===== src/rtl/alu_seq.sv =====
// Registered ALU with stored carry for multi-word adds, an iterative shift-add
// multiplier and a start/busy/done handshake. Every output comes from a flop.
module alu_seq #(
    parameter int unsigned WIDTH = 8
) (
    input  logic                 clock,
    input  logic                 reset,
    input  logic                 start,
    input  logic [WIDTH-1:0]     x,
    input  logic [WIDTH-1:0]     y,
    input  logic [3:0]           operation,
    output logic                 busy,
    output logic                 done,
    output logic [2*WIDTH-1:0]   out,
    output logic [3:0]           flags
);

    localparam int unsigned W  = WIDTH;
    localparam int unsigned W2 = 2 * WIDTH;
    localparam int unsigned CW = $clog2(WIDTH);

    localparam logic [3:0] OP_ADD = 4'd0;
    localparam logic [3:0] OP_SUB = 4'd1;
    localparam logic [3:0] OP_NOT = 4'd2;
    localparam logic [3:0] OP_AND = 4'd3;
    localparam logic [3:0] OP_OR  = 4'd4;
    localparam logic [3:0] OP_XOR = 4'd5;
    localparam logic [3:0] OP_SHL = 4'd6;
    localparam logic [3:0] OP_SHR = 4'd7;
    localparam logic [3:0] OP_MUL = 4'd8;
    localparam logic [3:0] OP_ADC = 4'd9;

    typedef enum logic {
        IDLE = 1'b0,
        MUL  = 1'b1
    } state_t;

    state_t          state_q, state_d;
    logic [CW-1:0]   cnt_q, cnt_d;
    logic [W2-1:0]   acc_q, acc_d;
    logic [W2-1:0]   mcand_q, mcand_d;
    logic [W-1:0]    mplier_q, mplier_d;
    logic            carry_q, carry_d;
    logic            busy_d, done_d;
    logic [W2-1:0]   out_d;
    logic [3:0]      flags_d;

    // Single-cycle datapath evaluated on the live operands at the accept edge
    logic [W:0]      ext;
    logic [W-1:0]    alu_res;
    logic            alu_c, alu_v, alu_illegal;
    logic [3:0]      alu_flags;
    logic [W2-1:0]   alu_out;

    always_comb begin
        ext         = '0;
        alu_res     = '0;
        alu_c       = 1'b0;
        alu_v       = 1'b0;
        alu_illegal = 1'b0;
        case (operation)
            OP_ADD: begin
                ext     = {1'b0, x} + {1'b0, y};
                alu_res = ext[W-1:0];
                alu_c   = ext[W];
                alu_v   = (x[W-1] == y[W-1]) && (alu_res[W-1] != x[W-1]);
            end
            OP_ADC: begin
                ext     = {1'b0, x} + {1'b0, y} + {{W{1'b0}}, carry_q};
                alu_res = ext[W-1:0];
                alu_c   = ext[W];
                alu_v   = (x[W-1] == y[W-1]) && (alu_res[W-1] != x[W-1]);
            end
            OP_SUB: begin
                // Bit W of the zero-extended difference is the borrow
                ext     = {1'b0, x} - {1'b0, y};
                alu_res = ext[W-1:0];
                alu_c   = ext[W];
                alu_v   = (x[W-1] != y[W-1]) && (alu_res[W-1] != x[W-1]);
            end
            OP_NOT: alu_res = ~x;
            OP_AND: alu_res = x & y;
            OP_OR:  alu_res = x | y;
            OP_XOR: alu_res = x ^ y;
            OP_SHL: begin
                alu_res = {x[W-2:0], 1'b0};
                alu_c   = x[W-1];
            end
            OP_SHR: begin
                alu_res = {1'b0, x[W-1:1]};
                alu_c   = x[0];
            end
            default: alu_illegal = 1'b1;
        endcase
    end

    always_comb begin
        alu_out   = '0;
        alu_flags = 4'b0010;
        if (!alu_illegal) begin
            alu_out   = {{W{1'b0}}, alu_res};
            alu_flags = {alu_v, alu_res[W-1], (alu_res == '0), alu_c};
        end
    end

    // One shift-add step; on the last step this sum is the full product
    logic [W2-1:0]   prod;
    logic [3:0]      mul_flags;
    logic            last_step;

    always_comb begin
        prod      = acc_q + (mplier_q[0] ? mcand_q : '0);
        mul_flags = {1'b0, prod[W2-1], (prod == '0), (prod[W2-1:W] != '0)};
        last_step = (cnt_q == CW'(W - 1));
    end

    always_ff @(posedge clock) begin
        if (reset) begin
            state_q  <= IDLE;
            cnt_q    <= '0;
            acc_q    <= '0;
            mcand_q  <= '0;
            mplier_q <= '0;
            carry_q  <= 1'b0;
            busy     <= 1'b0;
            done     <= 1'b0;
            out      <= '0;
            flags    <= '0;
        end else begin
            state_q  <= state_d;
            cnt_q    <= cnt_d;
            acc_q    <= acc_d;
            mcand_q  <= mcand_d;
            mplier_q <= mplier_d;
            carry_q  <= carry_d;
            busy     <= busy_d;
            done     <= done_d;
            out      <= out_d;
            flags    <= flags_d;
        end
    end

    always_comb begin
        state_d  = state_q;
        cnt_d    = cnt_q;
        acc_d    = acc_q;
        mcand_d  = mcand_q;
        mplier_d = mplier_q;
        carry_d  = carry_q;
        busy_d   = 1'b0;
        done_d   = 1'b0;
        out_d    = out;
        flags_d  = flags;
        case (state_q)
            IDLE: begin
                if (start) begin
                    if (operation == OP_MUL) begin
                        state_d  = MUL;
                        cnt_d    = '0;
                        acc_d    = '0;
                        mcand_d  = {{W{1'b0}}, x};
                        mplier_d = y;
                        busy_d   = 1'b1;
                    end else begin
                        out_d   = alu_out;
                        flags_d = alu_flags;
                        carry_d = alu_flags[0];
                        done_d  = 1'b1;
                    end
                end
            end
            MUL: begin
                acc_d    = prod;
                mcand_d  = mcand_q << 1;
                mplier_d = mplier_q >> 1;
                cnt_d    = cnt_q + CW'(1);
                busy_d   = 1'b1;
                if (last_step) begin
                    state_d = IDLE;
                    busy_d  = 1'b0;
                    done_d  = 1'b1;
                    out_d   = prod;
                    flags_d = mul_flags;
                    carry_d = mul_flags[0];
                end
            end
            default: state_d = IDLE;
        endcase
    end

endmodule


===== config.mk =====
export PLATFORM = sky130hd
export DESIGN_NAME = alu_seq
export DESIGN_NICKNAME = d
export VERILOG_FILES = /design/src/rtl/alu_seq.sv
export SDC_FILE = /design/constraint.sdc
export NUM_CORES = 1
export LEC_CHECK = 0
export ABC_AREA = 1
export ABC_CLOCK_PERIOD_IN_PS = 5000
export CELL_PAD_IN_SITES_DETAIL_PLACEMENT = 0
export CELL_PAD_IN_SITES_GLOBAL_PLACEMENT = 2
export CORE_UTILIZATION = 25
export CTS_CLUSTER_DIAMETER = 30
export DETAILED_ROUTE_END_ITERATION = 7
export PLACE_DENSITY_LB_ADDON = 0.25
export SLEW_MARGIN = 5
export SYNTH_ARGS = -nofsm -noshare
export SYNTH_HDL_FRONTEND = slang
export SYNTH_SLANG_ARGS = --single-unit

===== constraint.sdc =====
create_clock -name clock -period 5 [get_ports clock]
set_input_delay 0.75 -clock clock [delete_from_list [all_inputs] [get_ports clock]]
set_output_delay 0.75 -clock clock [all_outputs]
set_load 0.01 [all_outputs]

==> results of run 1 <==
[Yosys cell counts, types with 6 or more instances]
cell | number | area share
nand3_1 | 56 | 0.055
a21oi_1 | 70 | 0.069
dfxtp_1 | 65 | 0.26
xnor2_1 | 6 | 0.010
inv_1 | 91 | 0.067
inv_2 | 7 | 0.0052
xor2_1 | 7 | 0.012
nand2_1 | 271 | 0.20
o21ai_0 | 29 | 0.029
clkbuf_1 | 21 | 0.016
ha_1 | 43 | 0.11
nor2_2 | 6 | 0.0074
nand4_1 | 8 | 0.0098
nor2_1 | 60 | 0.044
nor3_1 | 6 | 0.0059
a31oi_1 | 22 | 0.027
o211ai_1 | 6 | 0.0089
[report_power, final]
group	internal, uW	switching (uW)
Clock	385	233
Combinational	99.9	189
Sequential	531	7.53
[cell families after synthesis]
group           count (synthesis)
simple gates                  425
buf+inv                       128
xor+xnor                       13
flops                          65
fa+ha+maj                      46
compound gates                142
[state kept, by name (all words and copies together) (netlist names)]
register  cells
mcand_q      16
acc_q        16
state_q       1
done          1
cnt_q         3
out          16
mplier_q      8
flags         4
[worst paths after layout]
| check | startpoint | to | slack, ns | cells after the start |
|---|---|---|---|---|
| worst max register to register | mplier_q[0]$_SDFFE_PP0P_ | flags[0]$_SDFFE_PP0P_ | 2.13 | 19 |
| worst min-delay path | out[11]$_SDFFE_PP0P_ | out[11]$_SDFFE_PP0P_ | 0.46 | 2 |
| worst min register to register | out[11]$_SDFFE_PP0P_ | out[11]$_SDFFE_PP0P_ | 0.46 | 2 |
| worst max-delay path | x[2] | flags[1]$_SDFFE_PP0P_ | 1.74 | 15 |
[stage by stage]
stage          total power (uW)   util  hold slack (ns)  instance area [sq um]  std cells
3_5_place_dp                839  0.292            0.461                   5750       1104
2_1_floorplan               727      -            0.433                   5080        819
4_1_cts                    1470  0.306            0.470                   6040       1120
3_3_place_gp                844  0.292            0.455                   5750       1104
5_1_grt                    1530  0.306            0.486                   6040       1120
6_report                   1450  0.306            0.464                   6040       1120
[final cells by class]
| cell class | instances | area, sq um | share of cell area |
|---|---|---|---|
| Inverter | 100 | 378 | 0.0626 |
| Sequential cell | 65 | 1300 | 0.215 |
| Timing Repair Buffer | 48 | 465 | 0.0771 |
| Clock inverter | 5 | 56.3 | 0.00932 |
| Multi-Input combinational cell | 626 | 3280 | 0.542 |
| Tap cell | 265 | 332 | 0.0549 |
| Clock buffer | 11 | 233 | 0.0385 |
[critical path: stages]
cell and delay (ns):
clkdlybuf4s50_1 0.58, inv_1 0.12, ha_1 0.54, inv_4 0.12
a21oi_1 0.22, nand3_1 0.11, a21oi_1 0.32, nand3_1 0.19
nor2_1 0.17, nand2_1 0.06, nor2_1 0.09, nand4_1 0.08
nand3_1 0.09, nand2_1 0.05, inv_1 0.04
[layer usage]
layer  part of all wire  routed length, um  GRT usage  up-vias
met5                  0                  0          0        -
met4             0.0055                 97     0.0321        0
met3              0.031                548     0.0298        7
met2               0.43               7620      0.273       94
met1               0.53               9340      0.259     2348
li1                   -                  -          -     2713
==> summary.md, run 1 <==
| Metric | Value |
|---|---|
| Outcome | finished clean |
| Routed Antenna Nets | 0 |
| CP max FO | 8 |
| Commonest non-fill, non-tap cell in the layout | nand2_1 |
| Grt ovf | 0 |
| Tmin final | roughly 3.3 ns |
| Post-synthesis compound-gate area fraction | 0.154 |
| CTS Buf Count | 9 |
| Final Hold Vio Count | 0 |
| CP Capture Type | flop |
| Max frequency | a little over 300 MHz |
| Routability cong. | between 0.8 and 0.9 |
| Post-synthesis adder-cell area fraction | 0.118 |
| Max transition margin | 0.523 |
| Worst slack, placed | around 1.5 ns |
| Initial Utilization | 0.258 |
| Synth Net Count | between 800 and 900 |
| Nets@finish | a little over 900 |
| Synth Area in XOR/XNOR | 0.0224 |
| Fin Setup TNS | 0 ns |
| Slew Viols, Final | 0 |
| Sequential fraction of the synthesis area | 0.256 |
| All-Layer GR Usage | 0.178 |
| Die width | around 140 um |
| Crit share post-route | 0.652 |
| Hold buffers post-CTS | 0 |
| Simple-Gate Fraction of Synth Area | 0.350 |
| Cell Rows | 51 |
| Yosys reg bits | 65 |
| Hpwl dp | between 10 and 15 mm |
| Critical Path RT | 5.29 ns |
| First-pass GRT wire length | 27.8 mm |
| Clock sink count | 65 |
| Mux contribution to synthesized area | 0 |
| Initial drt markers | approximately 270 |
| Postcts setup bufs | 0 |
| Largest family of logic cells by synthesized area | simple AND/OR/NAND/NOR gates |
| TritonCTS clock tree | built |
| Reg clk slew, reported paths | approximately 0.06 ns |
| Worst Tran Pin Value | 0.714 ns |
| Antenna violations before repair | 0 |
| WL/cell | between 15 and 20 um |
| Layout cells sized above 1 | 0.0573 |
| Residual DRC count | 0 |
| Startpoint Class | primary input |
| Netlist cell types | 38 |
| # port buffers | 44 |
| Arrival time worst endpoint | 3.54 ns |
| Average vias per placed instance | ~4.6 |
| Commonest cells after routing, fill and taps aside | nand2_1 (271), inv_1 (91), a21oi_1 (69), dfxtp_1 (65), nor2_1 (60) |
| ANT cells | 0 |
| Worst Hold Class | flop to flop |
| Mean post-synth cell area | around 6.2 sq um |
| Area Growth Syn to Fin | 18.9% |
| Post-CTS sizing | 0 |
| Cell area after synthesis | between 0.005 and 0.006 sq mm |
| Async SR Flop Fraction | 0 |
| Worst Setup Path Type | primary input to flop |
| Final worst clock skew | ~0.0062 ns |
| Max-cap violations | 0 |
| Core ar. | ~0.02 sq mm |
| EDFF count, synth | 0 |
| P per Cell Area | roughly 240 mW/mm^2 |
| Worst skew pair latency | ~0.33 ns |
| Die Height | 145 um |
| Synth Flop Type | dfxtp_1 |
| Max IR drop VDD | roughly 0.16 mV |
| Number of H-tree levels | 3 |
| Vias in the first global route | 4,922 |
| Top-Level Pins | between 40 and 50 |
| Cell at the root of the clock tree | clkbuf_16 |
| Total Wirelength | ~18 mm |
| Setup WS post-layout | ~1.7 ns |
| Setup repair after global routing missed its margin | false |
| Via Count | 5,162 |
| Largest net degree at the start of global routing | 52 |
| Longest Clk Path Bufs | 2 |
| Die area | between 0.02 and 0.025 sq mm |
| Lkg Pwr | approximately 0.0028 uW |
| Cells after synthesis | between 800 and 900 |
| DRT Pass-1 Iters | 7 |
| Ys Warns | 0 |
| Fillers | 2,228 |
| Final setup viols | 0 |
(Power assumes the default switching activity.)
==> run 2: changes to the inputs <==
--- a/config.mk
+++ b/config.mk
@@ -6,7 +6,7 @@
 export NUM_CORES = 1
 export LEC_CHECK = 0
 export ABC_AREA = 1
-export ABC_CLOCK_PERIOD_IN_PS = 5000
+export ABC_CLOCK_PERIOD_IN_PS = 2900
 export CELL_PAD_IN_SITES_DETAIL_PLACEMENT = 0
 export CELL_PAD_IN_SITES_GLOBAL_PLACEMENT = 2
 export CORE_UTILIZATION = 25
==> constraint.sdc (replaced) <==
create_clock -name clock -period 2.9 [get_ports clock]
set_input_delay 0.435 -clock clock [delete_from_list [all_inputs] [get_ports clock]]
set_output_delay 0.435 -clock clock [all_outputs]
set_load 0.01 [all_outputs]
==> run 2 against run 1 <==
Highest routed layer unchanged. Sequential power grew 73%. First-iteration DRC count is 29% higher. Critical path depth rose by 4. Sequential cell count unchanged. Global-route usage up 0.40 points. Clock skew down 0.00068 ns. Die area stayed put.
==> summary.md, run 2 (synthesis results as in run 1) <==
| Metric | Value |
|---|---|
| Outcome | finished clean |
| Commonest non-fill, non-tap cell in the layout | nand2_1 |
| Average vias per placed instance | around 4.5 |
| Nets@finish | just under 1,000 |
| Number of H-tree levels | 3 |
| Lkg Pwr | around 0.0032 uW |
| Antenna violations before repair | 0 |
| Fin Setup TNS | 0 ns |
| Worst slack, placed | -0.143 ns |
| Commonest cells after routing, fill and taps aside | nand2_1 (271), inv_1 (91), a21oi_1 (69), buf_4 (65), dfxtp_1 (64) |
| Initial Utilization | 0.258 |
| Slowest stage delay, CP | between 0.5 and 0.6 ns |
| Setup WS post-layout | between 0.2 and 0.25 ns |
| Reg clk slew, reported paths | 0.06 ns |
| Critical Path RT | 3.13 ns |
| Largest net degree at the start of global routing | between 50 and 60 |
| Crit path cell chain | clkdlybuf4s50_1, inv_1, ha_1, nand3_2, nand3_1, nand2_1, nand2_1, inv_1, nand2_1, nor2_1, nand3_1, inv_1, nand3b_1, nand3_1, nand2_1, nand2_1, nand3_1, nand2_1, inv_1 |
| Cell Rows | 51 |
| Residual DRC count | 0 |
| Hpwl dp | around 15 mm |
| CTS Buf Count | 9 |
| FF-to-FF End | flags[0]$_SDFFE_PP0P_ |
| Final Hold Vio Count | 0 |
| Clock sink count | 65 |
| CP max FO | 3 |
| Arrival time worst endpoint | a little under 3 ns |
| WL/cell | roughly 15 um |
| Critical path depth | 19 |
| Layout cells sized above 1 | 0.130 |
| Reg2Reg Depth | 18 |
| Final setup viols | 0 |
| All-Layer GR Usage | 0.182 |
| Worst Tran Pin Value | 0.590 ns |
| Longest Clk Path Bufs | 2 |
| DRT Pass-1 Iters | 4 |
| Worst Setup SP | y[1] |
| TritonCTS clock tree | built |
| Routed Antenna Nets | 0 |
| Family with the most delay on the worst path | simple AND/OR/NAND/NOR gates |
| ANT cells | 0 |
| Worst Setup Path Type | primary input to flop |
| Reg-to-reg startpoint | mplier_q[0]$_SDFFE_PP0P_ |
| Largest regs | acc_q: 16 flops, mcand_q: 16 flops, out: 16 flops |
| Final worst clock skew | about 0.0055 ns |
| Core ar. | a little under 0.02 sq mm |
| Max frequency | roughly 370 MHz |
| Slew Viols, Final | 0 |
| Worst skew pair latency | ~0.33 ns |
| Top-Level Pins | 45 |
| Die width | 145 um |
| # port buffers | between 40 and 50 |
| Area Growth Syn to Fin | 29.3% |
| Setup repair after global routing missed its margin | false |
| First-pass GRT wire length | around 28 mm |
| Initial drt markers | ~350 |
| Worst Hold Class | flop to flop |
| Die Height | between 100 and 150 um |
| Die area | between 0.02 and 0.025 sq mm |
| Postcts setup bufs | 0 |
| CP Capture Point | flags[0]$_SDFFE_PP0P_ |
| Crit-path slowest cell | clkdlybuf4s50_1 |
| Vias in the first global route | 5,120 |
| Cell at the root of the clock tree | clkbuf_16 |
| Crit share post-route | 0.923 |
| Hold wc startpoint | mcand_q[15]$_SDFFE_PP0P_ |
| Via Count | between 5,000 and 6,000 |
| R2R Setup Slk | about 0.31 ns |
| Grt ovf | 0 |
| Buf/Inv on CP | 5 |
| Total Wirelength | between 15 and 20 mm |
| Max IR drop VDD | approximately 0.24 mV |
| Routability cong. | ~0.83 |
| Startpoint Class | primary input |
| P per Cell Area | 403 mW/mm^2 |
| CP Capture Type | flop |
| Max transition margin | 0.607 |
| Tmin final | 2.68 ns |
| Max-cap violations | 0 |
| Most used cell, CP | nand2_1 |
==> run 2: how the worst min path moves through the flow <==
stage                     slack (ns)                  endpoint  cells past startpoint
after floorplan                 0.43     cnt_q[0]$_SDFFE_PP0P_                      1
final                           0.46  mcand_q[15]$_SDFFE_PP0P_                      2
after detailed placement        0.46  mplier_q[7]$_SDFFE_PP0P_                      2
after global routing            0.48  mplier_q[7]$_SDFFE_PP0P_                      2
after CTS                       0.47  mplier_q[7]$_SDFFE_PP0P_                      2
after global placement          0.45     cnt_q[0]$_SDFFE_PP0P_                      1
==> run 2: cell type report <==
cell class	count	area, sq um
tap	265	332
clock inverter	6	66.3
timing repair buffer	111	966
clock buffer	10	239
fill	2226	13100
inverter	100	378
multi-input combinational	626	3290
sequential	65	1300
==> run 2: report_power, final <==
group | switching, uW | internal [uW]
clock network | 426 | 690
registers | 14.7 | 916
logic | 347 | 254
==> run 2: metal layers <==
metal	vias to the layer above	part of all wire	track usage	routed length [um]
li1	2851	-	-	-
met1	2374	0.54	0.271	9670
met2	111	0.42	0.278	7630
met3	9	0.031	0.0242	551
met4	0	0.0072	0.0294	129
met5	-	0	0	0
==> run 2: per-stage QoR <==
stage	util	hold slack (ns)	total power, uW	cell area (sq um)	std cells
detailed placement	0.317	0.456	1550	6250	1167
floorplan	-	0.433	1250	5080	819
global placement	0.317	0.454	1550	6250	1167
finish	0.333	0.463	2650	6570	1183
CTS	0.332	0.467	2680	6560	1183
global route	0.333	0.482	2790	6570	1183
==> run 2: tightest hold or removal path, delay by kind of cell (launching register included) <==
| family | cells | cell delay, ns |
|---|---|---|
| and+or+nand+nor | 1 | 0.06 |
| DFF | 1 | 0.31 |
| AOI/OAI and AO/OA | 1 | 0.05 |
==> run 2: timing repair <==
item,CTS,global route
hold buffers,0,0
endpoints found under the setup margin,0,5
gates resized for setup,0,8
==> patch 1, RTL diff (settings of run 2) <==
The parameter `WIDTH` goes from 8 to 16.
--- a/src/rtl/alu_seq.sv
+++ b/src/rtl/alu_seq.sv
@@ -1,7 +1,7 @@
 // Registered ALU with stored carry for multi-word adds, an iterative shift-add
 // multiplier and a start/busy/done handshake. Every output comes from a flop.
 module alu_seq #(
-    parameter int unsigned WIDTH = 8
+    parameter int unsigned WIDTH = 16
 ) (
     input  logic                 clock,
     input  logic                 reset,
Ports: changed (resized out, x and y); port bits go from 45 to 77. No check against the original RTL was run, so the function may have changed too.
==> patch 1 against run 2 <==
- the run now ends with design-rule violations left
- area after synthesis rose by 110%
- routed wire length rose to 2.6 times the old value
- first-iteration DRC count increased by 110%
- synthesized cell count grew 110%
- setup slack worse by 150 ps
- core utilization grew 5.7 points
- sequential cell count up 57
- power increased by 120%
- design area grew 140%
- critical endpoint unchanged
- highest routed layer is now met5
==> patch 1: results (changes against run 2) <==
| Metric | Value |
|---|---|
| Layout cells sized above 1 | `0.287 (was 0.130)` |
| Wire length on met3 | `1.54 mm (was 551 um)` |
| Post-synthesis sequential area ratio | `0.232 (was 0.256)` |
| Slew headroom | `0.263 (was 0.607)` |
| DRT Wirelength | `46.9 mm (was 18.0 mm)` |
| RePlAce Congestion | `0.910 (was 0.832)` |
| Status | `finished, violations left (was completed)` |
| Worst path top cell family by delay | `simple AND/OR/NAND/NOR gates (unchanged)` |
| CP max stage cell | `dfxtp_4 (was clkdlybuf4s50_1)` |
| DR vias | `12600 (was 5345)` |
| First-pass GRT wire length | `71.1 mm (was 28.5 mm)` |
| Largest regs | `acc_q (32), mcand_q (32), out (32) (was acc_q (16), mcand_q (16), out (16))` |
| CTS Buf Count | `17 (was 9)` |
| Post-Syn Nets | `1858 (was 888)` |
| DR top layer | `met5 (was met4)` |
| Final Skew | `12.2 ps (was 5.54 ps)` |
| Hold Path End | `mcand_q[17] (was mcand_q[15])` |
| Tot GR Track Use | `0.217 (was 0.182)` |
| CP Data Arrival Time | `3170 ps (was 2910 ps)` |
| Router iterations before antenna repair | `8 (was 4)` |
| Leakage power | `7.65 nW (was 3.16 nW)` |
| Hold Slack | `468 ps (was 463 ps)` |
| Setup WS pre-CTS | `-677 ps (was -143 ps)` |
| Clock latency on the worst-skew pair | `450 ps (was 330 ps)` |
| Largest net degree at the start of global routing | `91 (was 51)` |
| # fillers | `4515 (was 2226)` |
| Port Buffer Count | `76 (was 44)` |
| Post-DP HPWL | `37.3 mm (was 14.5 mm)` |
| # H-tree levels | `4 (was 3)` |
| Met2 WL | `21.9 mm (was 7.63 mm)` |
| Synth unique cells | `48 (was 38)` |
| Failing checks | `design-rule violations` |
| Maximum VDD drop | `0.245 mV (was 0.236 mV)` |
| Max Buffers Root-to-Sink | `2 (unchanged)` |
| Hold_sp | `mcand_q[16] (was mcand_q[15])` |
| Initial antenna violation count | `2 (was 0)` |
| Cell Area, Placed | `0.0146 mm2 (was 0.00625 mm2)` |
| P_int | `0.00381 W (was 0.00186 W)` |
| Synth top area cells | `dfxtp_1, nand2_1, ha_1 (unchanged)` |
| DRC Markers | `4 (was 0)` |
| Worst Path Max Fanout | `8 (was 3)` |
| Worst r2r path cells | `22 (was 18)` |
| Number of global-route vias before repair | `12400 (was 5120)` |
| CP peak stage delay | `390 ps (was 580 ps)` |
| Met1 wire length | `22.1 mm (was 9.67 mm)` |
| Initial drt markers | `747 (was 352)` |
patch 1: metal layers:
layer / GRT usage / vias up
met1: 0.283 / 5784
met2: 0.362 / 231
met3: 0.0303 / 49
li1: - / 6493
met4: 0.0767 / 4
met5: 0 / -
patch 1: worst max-delay path by stage:
stage,start,end
final,mplier_q[0],flags[0]
after global routing,mplier_q[0],flags[0]
after CTS,mplier_q[0],flags[0]
after detailed placement,y[3],flags[0]
after global placement,y[3],flags[0]
after floorplan,mplier_q[0],flags[0]
patch 1: kinds of logic (layout without fill, tap and decap cells):
group           count (synthesis)  count (layout)  share of synthesized area
simple gates                  904             904                      0.367
compound gates                329             329                      0.175
buf+inv                       261             695                     0.0979
flops                         122             122                      0.232
fa+ha+maj                      91              91                      0.110
xor+xnor                       21              21                     0.0175
patch 1: through the flow:
stage          setup TNS [ps]  power (W)   util  cells
5_1_grt                  -251    0.00605  0.390   2694
2_1_floorplan               0    0.00269      -   1728
4_1_cts                     0    0.00577  0.378   2688
3_5_place_dp            -7410    0.00367  0.356   2651
6_report                    0    0.00574  0.390   2694
3_3_place_gp            -7270    0.00367  0.356   2651
patch 1: worst register-to-register path: stages, from the launching register on:
cell and delay [ps]:
dfxtp_4 390, clkbuf_16 190, nand2_1 70, inv_2 50, fa_2 360, nand3_1 90
nand2_1 100, nand2_1 90, nand2_2 60, buf_4 160, nand2_1 70, nand3_2 90
nand2_1 100, nand2_2 70, xor2_1 160, nor2_1 130, nand2_1 70, nor2_1 100
nand3_1 90, nand2_2 90, nand3_2 110, nand2_1 80, inv_1 30
patch 1: cell type report:
cell class                      count  area share
Sequential cell                   122       0.153
Clock inverter                      8     0.00437
Tap cell                          532      0.0415
Clock buffer                       23      0.0298
Inverter                          202      0.0474
Multi-Input combinational cell   1345       0.484
Timing Repair Buffer              462       0.240
patch 1: power by group through the flow:
| stage | registers, W | clock network (W) | logic, W |
|---|---|---|---|
| floorplan | 0.00187 | 0 | 0.000820 |
| global placement | 0.00185 | 0 | 0.00182 |
| detailed placement | 0.00185 | 0 | 0.00182 |
| CTS | 0.00182 | 0.00210 | 0.00185 |
| global route | 0.00183 | 0.00216 | 0.00206 |
| finish | 0.00181 | 0.00204 | 0.00188 |
patch 1: repair_timing:
item	CTS	global route
cloned	1	1
hold buffers	0	0
pin swaps	12	27
resized for setup	73	107
endpoints found under the hold margin	0	0
setup endpoints to repair	9	15
buffers inserted	5	5
==> patch 2, RTL diff (settings of run 2) <==
Made on the original files. Remove the register `done`: a continuous assignment takes its place, so the output `done` follows one clock earlier.
--- a/src/rtl/alu_seq.sv
+++ b/src/rtl/alu_seq.sv
@@ -123,7 +123,6 @@
             mplier_q <= '0;
             carry_q  <= 1'b0;
             busy     <= 1'b0;
-            done     <= 1'b0;
             out      <= '0;
             flags    <= '0;
         end else begin
@@ -134,11 +133,12 @@
             mplier_q <= mplier_d;
             carry_q  <= carry_d;
             busy     <= busy_d;
-            done     <= done_d;
             out      <= out_d;
             flags    <= flags_d;
         end
     end
+
+    assign done = done_d;
 
     always_comb begin
         state_d  = state_q;
Function: changed (a bounded check fails within 4 cycles, from zero or initial values and one cycle with reset high).
==> patch 2 against run 2 <==
- routed wire length rose by 2.3%
- design area shrank 0.69%
- register-to-register slack worse by 30 ps
- worst hold slack worse by 2.9 ps
- highest routed layer unchanged
- clock power is 4% higher
- area after synthesis shrank 0.27%
- power rose by 2.4%
- setup slack improved by 18 ps
- sequential cell count decreased by 1
- largest cell class unchanged
- clock skew rose by 1.8 ps
- sequential share of layout area is 0.19 points lower
==> patch 2: results (changes against run 2) <==
| Metric | Value |
|---|---|
| Sequential power | `0.000932 W (was 0.000930 W)` |
| Yosys warnings | `0 (unchanged)` |
| Number of synthesized register bits | `64 (was 65)` |
| Buffering overhead | `0.141 (was 0.147)` |
| Nonclk buf count | `108 (was 111)` |
| Post-CTS Setup Bufs | `0 (unchanged)` |
| Initial drt markers | `347 (was 352)` |
| ANT cells | `0 (unchanged)` |
| Worst path top cell family by delay | `adder cells (was simple AND/OR/NAND/NOR gates)` |
| Fraction of area in multi-input gates | `0.505 (was 0.501)` |
| Final Power | `0.00271 W (was 0.00265 W)` |
| Maximum VDD drop | `0.248 mV (was 0.236 mV)` |
| Final Skew | `7.34 ps (was 5.54 ps)` |
| # fillers | `2235 (was 2226)` |
| Non-Filler Instances | `1174 (was 1183)` |
| Inst Count DP | `1158 (was 1167)` |
| Max Buffers Root-to-Sink | `2 (unchanged)` |
| Leakage power | `3.17 nW (was 3.16 nW)` |
| Clock latency on the worst-skew pair | `330 ps (about the same)` |
| P_int | `0.00194 W (was 0.00186 W)` |
| Fin nets | `974 (was 982)` |
| Slew headroom | `0.677 (was 0.607)` |
| Hold Slack | `460 ps (was 463 ps)` |
| Final Max Tran Viols | `0 (unchanged)` |
| First-pass GRT wire length | `28.9 mm (was 28.5 mm)` |
| Router iterations before antenna repair | `6 (was 4)` |
| FFs w/ async S/R, synth | `0 (unchanged)` |
| P_comb | `0.000607 W (was 0.000601 W)` |
| DR vias | `5462 (was 5345)` |
| Synth top area cells | `dfxtp_1, nand2_1, ha_1 (unchanged)` |
| RePlAce Congestion | `0.875 (was 0.832)` |
| Layout cells sized above 1 | `0.123 (was 0.130)` |
| # clk buffers | `10 (unchanged)` |
| Clk cell area share | `0.0491 (was 0.0464)` |
| Multi-input comb cells | `622 (was 626)` |
| Port Buffer Count | `44 (unchanged)` |
| CTS Buf Count | `9 (unchanged)` |
| Number of global-route vias before repair | `5136 (was 5120)` |
| Crit Path Category | `primary input to register (unchanged)` |
| # H-tree levels | `3 (unchanged)` |
| Post-synthesis cell count | `815 (was 819)` |
| CP peak stage delay | `590 ps` |
| Status | `completed (unchanged)` |
| Hold_sp | `cnt_q[0] (was mcand_q[15])` |
| Synth Flop Type | `dfxtp_1 (unchanged)` |
| Sequential cell area share | `0.196 (was 0.198)` |
| Flop-to-flop setup slack | `280 ps (was 310 ps)` |
| Synth unique cells | `36 (was 38)` |
| CTS root buffer | `clkbuf_16 (unchanged)` |
| Reg2reg start | `mplier_q[0] (unchanged)` |
| Post-synth top cells | `nand2_1, inv_1, a21oi_1, dfxtp_1, nor2_1 (unchanged)` |
| CP Data Arrival Time | `2890 ps (was 2910 ps)` |
| DRT Wirelength | `18.4 mm (was 18.0 mm)` |
| Largest net degree at the start of global routing | `38 (was 51)` |
| CP max stage cell | `fa_2 (was clkdlybuf4s50_1)` |
| Post-DP HPWL | `14.7 mm (was 14.5 mm)` |
| Post-Syn Nets | `884 (was 888)` |
| Tot GR Track Use | `0.185 (was 0.182)` |
| Post-synthesis sequential area ratio | `0.253 (was 0.256)` |
| Worst Setup SP | `x[0] (was y[1])` |
[patch 2: per-layer routing]
| metal | vias to the layer above | global-route usage | share of wire |
|---|---|---|---|
| met5 | - | 0 | 0 |
| met1 | 2485 | 0.283 | 0.53 |
| met3 | 12 | 0.0281 | 0.040 |
| met2 | 113 | 0.271 | 0.42 |
| met4 | 0 | 0.0343 | 0.0074 |
| li1 | 2852 | - | - |
[patch 2: stage by stage]
step / cell area, um2 / setup slack (ps)
3_3_place_gp: 6190 / -175
6_report: 6530 / 242
5_1_grt: 6530 / -19.9
2_1_floorplan: 5070 / 524
4_1_cts: 6510 / 193
3_5_place_dp: 6190 / -146
[patch 2: cell families after synthesis]
family / synth area share
buf+inv: 0.0997
flops: 0.253
fa+ha+maj: 0.118
xor+xnor: 0.0225
simple gates: 0.336
compound gates: 0.171
[patch 2: path summary, 6_finish.rpt]
kind	cells after the start	end
setup / recovery	17	flags[1]
setup reg to reg	17	flags[0]
hold / removal	1	cnt_q[0]
hold reg to reg	1	cnt_q[0]
